===== src/rtl/pgs_tsmac_rgmii_rx_adapt_v2_0.sv =====
// RGMII receive to GMII adapter: DDR byte path for 1000M, SFD-aligned nibble
// pairing for 10/100M, and filtered in-band link status decode.
module pgs_tsmac_rgmii_rx_adapt_v2_0 #(
    parameter int OUT_REGS    = 1,
    parameter int SFD_ALIGN   = 1,
    parameter int INBAND_EN   = 1,
    parameter int INBAND_FILT = 4
) (
    input  logic       rx_clk,
    input  logic       rx_rst,
    input  logic       gig_mode,
    input  logic [3:0] rxd_r,
    input  logic [3:0] rxd_f,
    input  logic       ctl_r,
    input  logic       ctl_f,
    output logic [7:0] rxd_gm,
    output logic       rx_dv_gm,
    output logic       rx_er_gm,
    output logic       rx_ce,
    output logic       align_err,
    output logic       pre_drop,
    output logic       link_up,
    output logic [1:0] link_speed,
    output logic       full_duplex,
    output logic [2:0] dbg_state
);

    localparam logic [2:0] S_IDLE    = 3'd0;
    localparam logic [2:0] S_PRE     = 3'd1;
    localparam logic [2:0] S_DATA_LO = 3'd2;
    localparam logic [2:0] S_DATA_HI = 3'd3;
    localparam logic [2:0] S_DROP    = 3'd4;

    localparam int               CNT_W   = $clog2(INBAND_FILT + 1);
    localparam logic [CNT_W-1:0] CNT_MAX = CNT_W'(INBAND_FILT);

    typedef struct packed {
        logic [7:0] data;
        logic       dv;
        logic       er;
        logic       ce;
        logic       aerr;
        logic       pdrop;
    } beat_t;

    logic dv;
    logic er;
    assign dv = ctl_r;
    assign er = ctl_r ^ ctl_f;

    logic [2:0]       state_q, state_d;
    logic             mode_q, mode_d;
    logic [3:0]       lo_q, lo_d;
    logic             er_lo_q, er_lo_d;
    logic             pend_q, pend_d;
    logic             phase_q, phase_d;
    logic             do_pre;
    logic             pre_pend;
    beat_t            beat;
    beat_t            pipe_q [OUT_REGS];
    beat_t            pipe_d [OUT_REGS];
    logic [3:0]       cand_q, cand_d;
    logic [CNT_W-1:0] cnt_q, cnt_d;
    logic [3:0]       stat_q, stat_d;

    // Speed mode is only re-sampled between frames so a frame is never split across modes.
    always_comb begin
        mode_d   = (state_q == S_IDLE && !dv) ? gig_mode : mode_q;
        state_d  = state_q;
        lo_d     = lo_q;
        er_lo_d  = er_lo_q;
        pend_d   = 1'b0;
        phase_d  = phase_q;
        do_pre   = 1'b0;
        pre_pend = 1'b0;
        beat     = '0;
        if (mode_d) begin
            beat.data = {rxd_f, rxd_r};
            beat.dv   = dv;
            beat.er   = er;
            beat.ce   = 1'b1;
        end else begin
            case (state_q)
                S_IDLE: begin
                    if (!dv) begin
                        phase_d = !phase_q;
                        beat.ce = !phase_q;
                        if (er) begin
                            beat.er   = 1'b1;
                            beat.data = {rxd_r, rxd_r};
                        end
                    end else if (SFD_ALIGN != 0) begin
                        do_pre = 1'b1;
                    end else begin
                        lo_d    = rxd_r;
                        er_lo_d = er;
                        beat.dv = 1'b1;
                        phase_d = 1'b0;
                        state_d = S_DATA_HI;
                    end
                end
                S_PRE: begin
                    do_pre   = 1'b1;
                    pre_pend = pend_q;
                end
                S_DATA_LO: begin
                    phase_d = 1'b0;
                    if (!dv) begin
                        state_d = S_IDLE;
                    end else begin
                        lo_d    = rxd_r;
                        er_lo_d = er;
                        beat.dv = 1'b1;
                        state_d = S_DATA_HI;
                    end
                end
                S_DATA_HI: begin
                    phase_d = 1'b1;
                    beat.ce = 1'b1;
                    beat.dv = 1'b1;
                    if (!dv) begin
                        // Frame ended on an unpaired nibble: flush it as an errored byte.
                        beat.data = {4'h0, lo_q};
                        beat.er   = 1'b1;
                        beat.aerr = 1'b1;
                        state_d   = S_IDLE;
                    end else begin
                        beat.data = {rxd_r, lo_q};
                        beat.er   = er | er_lo_q;
                        state_d   = S_DATA_LO;
                    end
                end
                S_DROP: begin
                    if (!dv) begin
                        state_d = S_IDLE;
                    end
                end
                default: state_d = S_IDLE;
            endcase
            // Preamble pairing; the SFD restarts byte pairing whatever the current phase.
            if (do_pre) begin
                if (dv && rxd_r == 4'h5) begin
                    beat.dv = 1'b1;
                    state_d = S_PRE;
                    if (pre_pend) begin
                        beat.data = 8'h55;
                        beat.er   = er;
                        beat.ce   = 1'b1;
                        phase_d   = 1'b1;
                    end else begin
                        pend_d  = 1'b1;
                        phase_d = 1'b0;
                    end
                end else if (dv && rxd_r == 4'hD) begin
                    beat.data = 8'hD5;
                    beat.dv   = 1'b1;
                    beat.er   = er;
                    beat.ce   = 1'b1;
                    phase_d   = 1'b1;
                    state_d   = S_DATA_LO;
                end else begin
                    beat.pdrop = 1'b1;
                    state_d    = S_DROP;
                end
            end
        end
    end

    always_comb begin
        pipe_d[0] = beat;
        for (int i = 1; i < OUT_REGS; i++) begin
            pipe_d[i] = pipe_q[i-1];
        end
    end

    // Status filter: a new idle value must repeat INBAND_FILT times before it is believed.
    always_comb begin
        cand_d = cand_q;
        cnt_d  = cnt_q;
        stat_d = stat_q;
        if (INBAND_EN != 0 && !dv && !er) begin
            if (rxd_r == cand_q) begin
                if (cnt_q != CNT_MAX) begin
                    cnt_d = cnt_q + 1'b1;
                end
            end else begin
                cand_d = rxd_r;
                cnt_d  = CNT_W'(1);
            end
            if (cnt_d == CNT_MAX) begin
                stat_d = cand_d;
            end
        end
    end

    always_ff @(posedge rx_clk or negedge rx_rst) begin
        if (!rx_rst) begin
            state_q <= S_IDLE;
            mode_q  <= 1'b0;
            lo_q    <= 4'h0;
            er_lo_q <= 1'b0;
            pend_q  <= 1'b0;
            phase_q <= 1'b0;
            cand_q  <= 4'h0;
            cnt_q   <= '0;
            stat_q  <= 4'h0;
            for (int i = 0; i < OUT_REGS; i++) begin
                pipe_q[i] <= '0;
            end
        end else begin
            state_q <= state_d;
            mode_q  <= mode_d;
            lo_q    <= lo_d;
            er_lo_q <= er_lo_d;
            pend_q  <= pend_d;
            phase_q <= phase_d;
            cand_q  <= cand_d;
            cnt_q   <= cnt_d;
            stat_q  <= stat_d;
            for (int i = 0; i < OUT_REGS; i++) begin
                pipe_q[i] <= pipe_d[i];
            end
        end
    end

    assign rxd_gm      = pipe_q[OUT_REGS-1].data;
    assign rx_dv_gm    = pipe_q[OUT_REGS-1].dv;
    assign rx_er_gm    = pipe_q[OUT_REGS-1].er;
    assign rx_ce       = pipe_q[OUT_REGS-1].ce;
    assign align_err   = pipe_q[OUT_REGS-1].aerr;
    assign pre_drop    = pipe_q[OUT_REGS-1].pdrop;
    assign link_up     = stat_q[0];
    assign link_speed  = stat_q[2:1];
    assign full_duplex = stat_q[3];
    assign dbg_state   = state_q;

endmodule


===== config.mk =====
export PLATFORM = sky130hd
export DESIGN_NAME = pgs_tsmac_rgmii_rx_adapt_v2_0
export DESIGN_NICKNAME = d
export VERILOG_FILES = /design/src/rtl/pgs_tsmac_rgmii_rx_adapt_v2_0.sv
export SDC_FILE = /design/constraint.sdc
export NUM_CORES = 1
export LEC_CHECK = 0
export CAP_MARGIN = 30
export CORE_UTILIZATION = 48
export DETAILED_ROUTE_END_ITERATION = 8
export GPL_TIMING_DRIVEN = 0
export PLACE_DENSITY = 0.85
export SKIP_LAST_GASP = 1
export SLEW_MARGIN = 20
export SYNTH_ARGS = -nofsm -noshare
export SYNTH_HDL_FRONTEND = slang
export SYNTH_SLANG_ARGS = --single-unit

===== constraint.sdc =====
create_clock -name rx_clk -period 2.27 [get_ports rx_clk]
set_input_delay 0.454 -clock rx_clk [delete_from_list [all_inputs] [get_ports rx_clk]]
set_output_delay 0.454 -clock rx_clk [all_outputs]
set_load 0.01 [all_outputs]

==> results.sh <==
export IMPL_tns_ns=0
export IMPL_cp_top_family="simple AND/OR/NAND/NOR gates"
export IMPL_start_kind="flip-flop"
export IMPL_p_leak_nw=0.973
export IMPL_crit_chain="inv_1 -> ha_1 -> or3b_1 -> a311oi_2 -> nand4_2 -> mux2_2"
export IMPL_hold_viol=0
export IMPL_die_area_sq_um=3880
export IMPL_power_density_nw_per_um2=963
export IMPL_p_sw_share_pct=34.9
export IMPL_drc=0
export IMPL_fp_row_count=21
export IMPL_p_int_mw=1.42
export IMPL_finalCritPeriodShare_pct=94.5
export IMPL_die_h_um=62.3
export IMPL_grt_overflow=0
export IMPL_cts_clk_slew_worst_paths_ns=0.11
export IMPL_synth_fa_ha_area_share_pct=3.59
export IMPL_setup_viol=0
export IMPL_arrival_ns=2.37
export IMPL_peakVddDrop_mv=0.437
export IMPL_synth_top_area_share_pct=50.2
export IMPL_ios=33
export IMPL_yosys_area_top_type="dfrtp_1"
export IMPL_rsz0062_at_grt="no"
export IMPL_slew_headroom_pct=66.8
export IMPL_gp_congestion=0.902
export IMPL_finalMaxSlewViolations=0
export IMPL_outcome="finished clean"
export IMPL_ys_top_cells_by_area="dfrtp_1 (50%), mux2_2 (7.7%), ha_1 (3.6%), a21oi_1 (3.4%), nor2_1 (2.4%)"
export IMPL_worstReg2RegStart="cnt_q[0]"
export IMPL_cts_sinks=35
export IMPL_mappedNetlistArea_sq_um=1740
export IMPL_critPathMaxStageDelay_ns=0.44
export IMPL_synth_edff_count=0
export IMPL_clockBufferDepth=2
export IMPL_crit_start="cnt_q[0]"
export IMPL_portBuffers=32
export IMPL_switchingPower_mw=0.761
export IMPL_critPathCaptureType="flip-flop"
export IMPL_wl_per_cell_um=16.0
export IMPL_grt_use_total_pct=22.7
export IMPL_crit_buf_inv=1
export IMPL_p_comb_share_pct=40.5
export IMPL_final_antenna_net_count=0
export IMPL_cp_required_ns=2.49
export IMPL_numCtsBuffers=5
export IMPL_num_vias=1462
export IMPL_worst_r2r_setup_slack_ns=0.12
export IMPL_diodes=0
export IMPL_drtPass1Iterations=4
export IMPL_yosysWarningCount=0
export IMPL_worst_slew_pin_slew_ns=0.494
export IMPL_synthCells=161
export IMPL_dp_hpwl_um=2820
export IMPL_htreeDepth=2
export IMPL_rr_endpoint="stat_q[3]"
export IMPL_fin_crit_ns=2.15
export IMPL_area_delta_synth_final_pct=29.8
export IMPL_grt_pass1_vias=1464
export IMPL_synth_nets=179
export IMPL_synthFlopType="dfrtp_1"
export IMPL_cts_root_buf="clkbuf_4"
export IMPL_drt_iter0_markers=88
export IMPL_clock_power_share_pct=17.4
export IMPL_nets=221
export IMPL_critPathSlowestCell="or3b_1"
export IMPL_drv_cap=0
export IMPL_pre_cts_slack_ns=-0.535
export IMPL_synth_distinct_cells=45
export IMPL_critPathKind="reg2reg"
export IMPL_synth_seq_area_share_pct=50.2
export IMPL_yosys_area_share_simple_pct=13.2
export IMPL_antenna_found_initial=0
export IMPL_synthMuxAreaShare_pct=8.54
export IMPL_ys_ff_latch=35
export IMPL_path_max_fanout=5
export IMPL_cp_depth=6
export IMPL_finClkSkew_ns=0.0100
export IMPL_core_sq_um=3420
export IMPL_max_freq_mhz=466
export IMPL_worst_slack_ns=0.124
export IMPL_grt_pass1_wl_um=6870
export IMPL_rr_worst_depth=6
export IMPL_synth_top_family_by_area="compound AO/OA/AOI/OAI gates"
export IMPL_endpoint="stat_q[3]"
export IMPL_avgSynthCellArea_sq_um=10.8
export IMPL_die_x_um=62.3
export IMPL_totalWireLength_um=3990
export IMPL_layout_drive_gt1_share_pct=19.1
export IMPL_cts_tree="yes"
export IMPL_synth_xor_area_share_pct=2.01
export IMPL_initial_utilization_pct=51.1
export IMPL_p_seq_share_pct=42.1
export IMPL_synthArstFlopShare_pct=100
export IMPL_clock_latency_ns=0.33
export IMPL_grt_start_max_net_pins=36
export IMPL_routed_via_density=5.85
export IMPL_synth_compound_area_share_pct=18.4
export IMPL_hp_class="in2async"
[layout make-up]
cell class / count / area [sq um]
Fill cell: 273 / 1150
Clock inverter: 1 / 7.51
Multi-Input combinational cell: 108 / 827
Clock buffer: 7 / 65.1
Sequential cell: 35 / 877
Tap cell: 46 / 57.6
Timing Repair Buffer: 35 / 349
Inverter: 11 / 45.0
Buffer: 7 / 36.3
[registers in the layout, indices dropped and copies added (netlist names), 3 cells and up]
register,cells
rxd_gm,8
cand_q,4
lo_q,4
stat_q,4
cnt_q,3
dbg_state,3
[per-layer routing]
| layer | part of all wire [%] | wire [um] | vias up | GRT usage [%] |
|---|---|---|---|---|
| met1 | 42 | 1690 | 690 | 31.2 |
| met3 | 8.7 | 346 | 10 | 6.25 |
| met2 | 47 | 1860 | 84 | 33.1 |
| met4 | 2.4 | 94 | 0 | 10.8 |
| li1 | - | - | 678 | - |
| met5 | 0 | 0 | - | 0 |
[Yosys cell counts (all sizes together), types with 4 or more instances]
cell type   n
inv        11
a22o        4
clkbuf      4
nand3       4
ha          5
nand2       7
mux2       12
o21ai       7
dfrtp      35
nor2       11
a21oi      12
[repair_timing]
item | in CTS | in global routing
gates resized for setup | 5 | 3
setup buffers | 1 | 1
hold buffers | 0 | 0
endpoints found under the setup margin | 3 | 9
[power groups by stage]
stage          Sequential [mW]  Clock [mW]  Combinational [mW]
2_1_floorplan            0.953           0               0.445
3_3_place_gp             0.922           0               0.824
3_5_place_dp             0.924           0               0.841
4_1_cts                  0.912       0.394               0.851
5_1_grt                  0.942       0.420               0.959
6_report                 0.918       0.380               0.882
[metrics by stage]
stage,cell area [sq um],power [mW],util (%),instances,hold WS [ns]
6_report,2260,2.18,66.3,250,0.0658
5_1_grt,2260,2.32,66.3,250,0.0743
4_1_cts,2240,2.16,65.5,249,0.0616
3_5_place_dp,2140,1.76,62.6,240,0.429
3_3_place_gp,2120,1.75,62.1,239,0.473
2_1_floorplan,1740,1.40,-,161,0.158
[cell families after synthesis]
kind of cell    count (synthesis)
compound gates                 45
xor+xnor                        4
fa+ha+maj                       5
buf+inv                        18
flops                          35
mux                            13
simple gates                   41
[cells in the final DEF, fill, tap and decap left out, types with 2 or more instances in the layout]
cell / instances
o21ai_0: 7
ha_1: 4
clkbuf_4: 5
buf_2: 3
and3_1: 3
nand4_1: 2
inv_1: 9
clkbuf_8: 2
a21oi_1: 12
nor2_1: 11
buf_4: 2
a31oi_1: 3
o211ai_1: 2
xor2_1: 3
o41ai_1: 2
mux2_2: 12
clkinvlp_4: 2
clkbuf_1: 4
o22ai_1: 2
clkdlybuf4s50_1: 30
dfrtp_1: 34
nand3_1: 4
or3_1: 2
a22o_1: 4
nand2_1: 7
a221o_1: 3
nor3_2: 2
[how the worst min path moves through the flow]
stage               startpoint  cells past startpoint        end
finish                  rx_rst                      2  stat_q[2]
global route            rx_rst                      2  stat_q[2]
CTS                     rx_rst                      2  stat_q[2]
detailed placement      rx_rst                      2   pre_drop
global placement       lo_q[3]                      2    lo_q[3]
floorplan               rx_rst                      0  align_err
No activity file was read; power rests on OpenSTA's default activity.
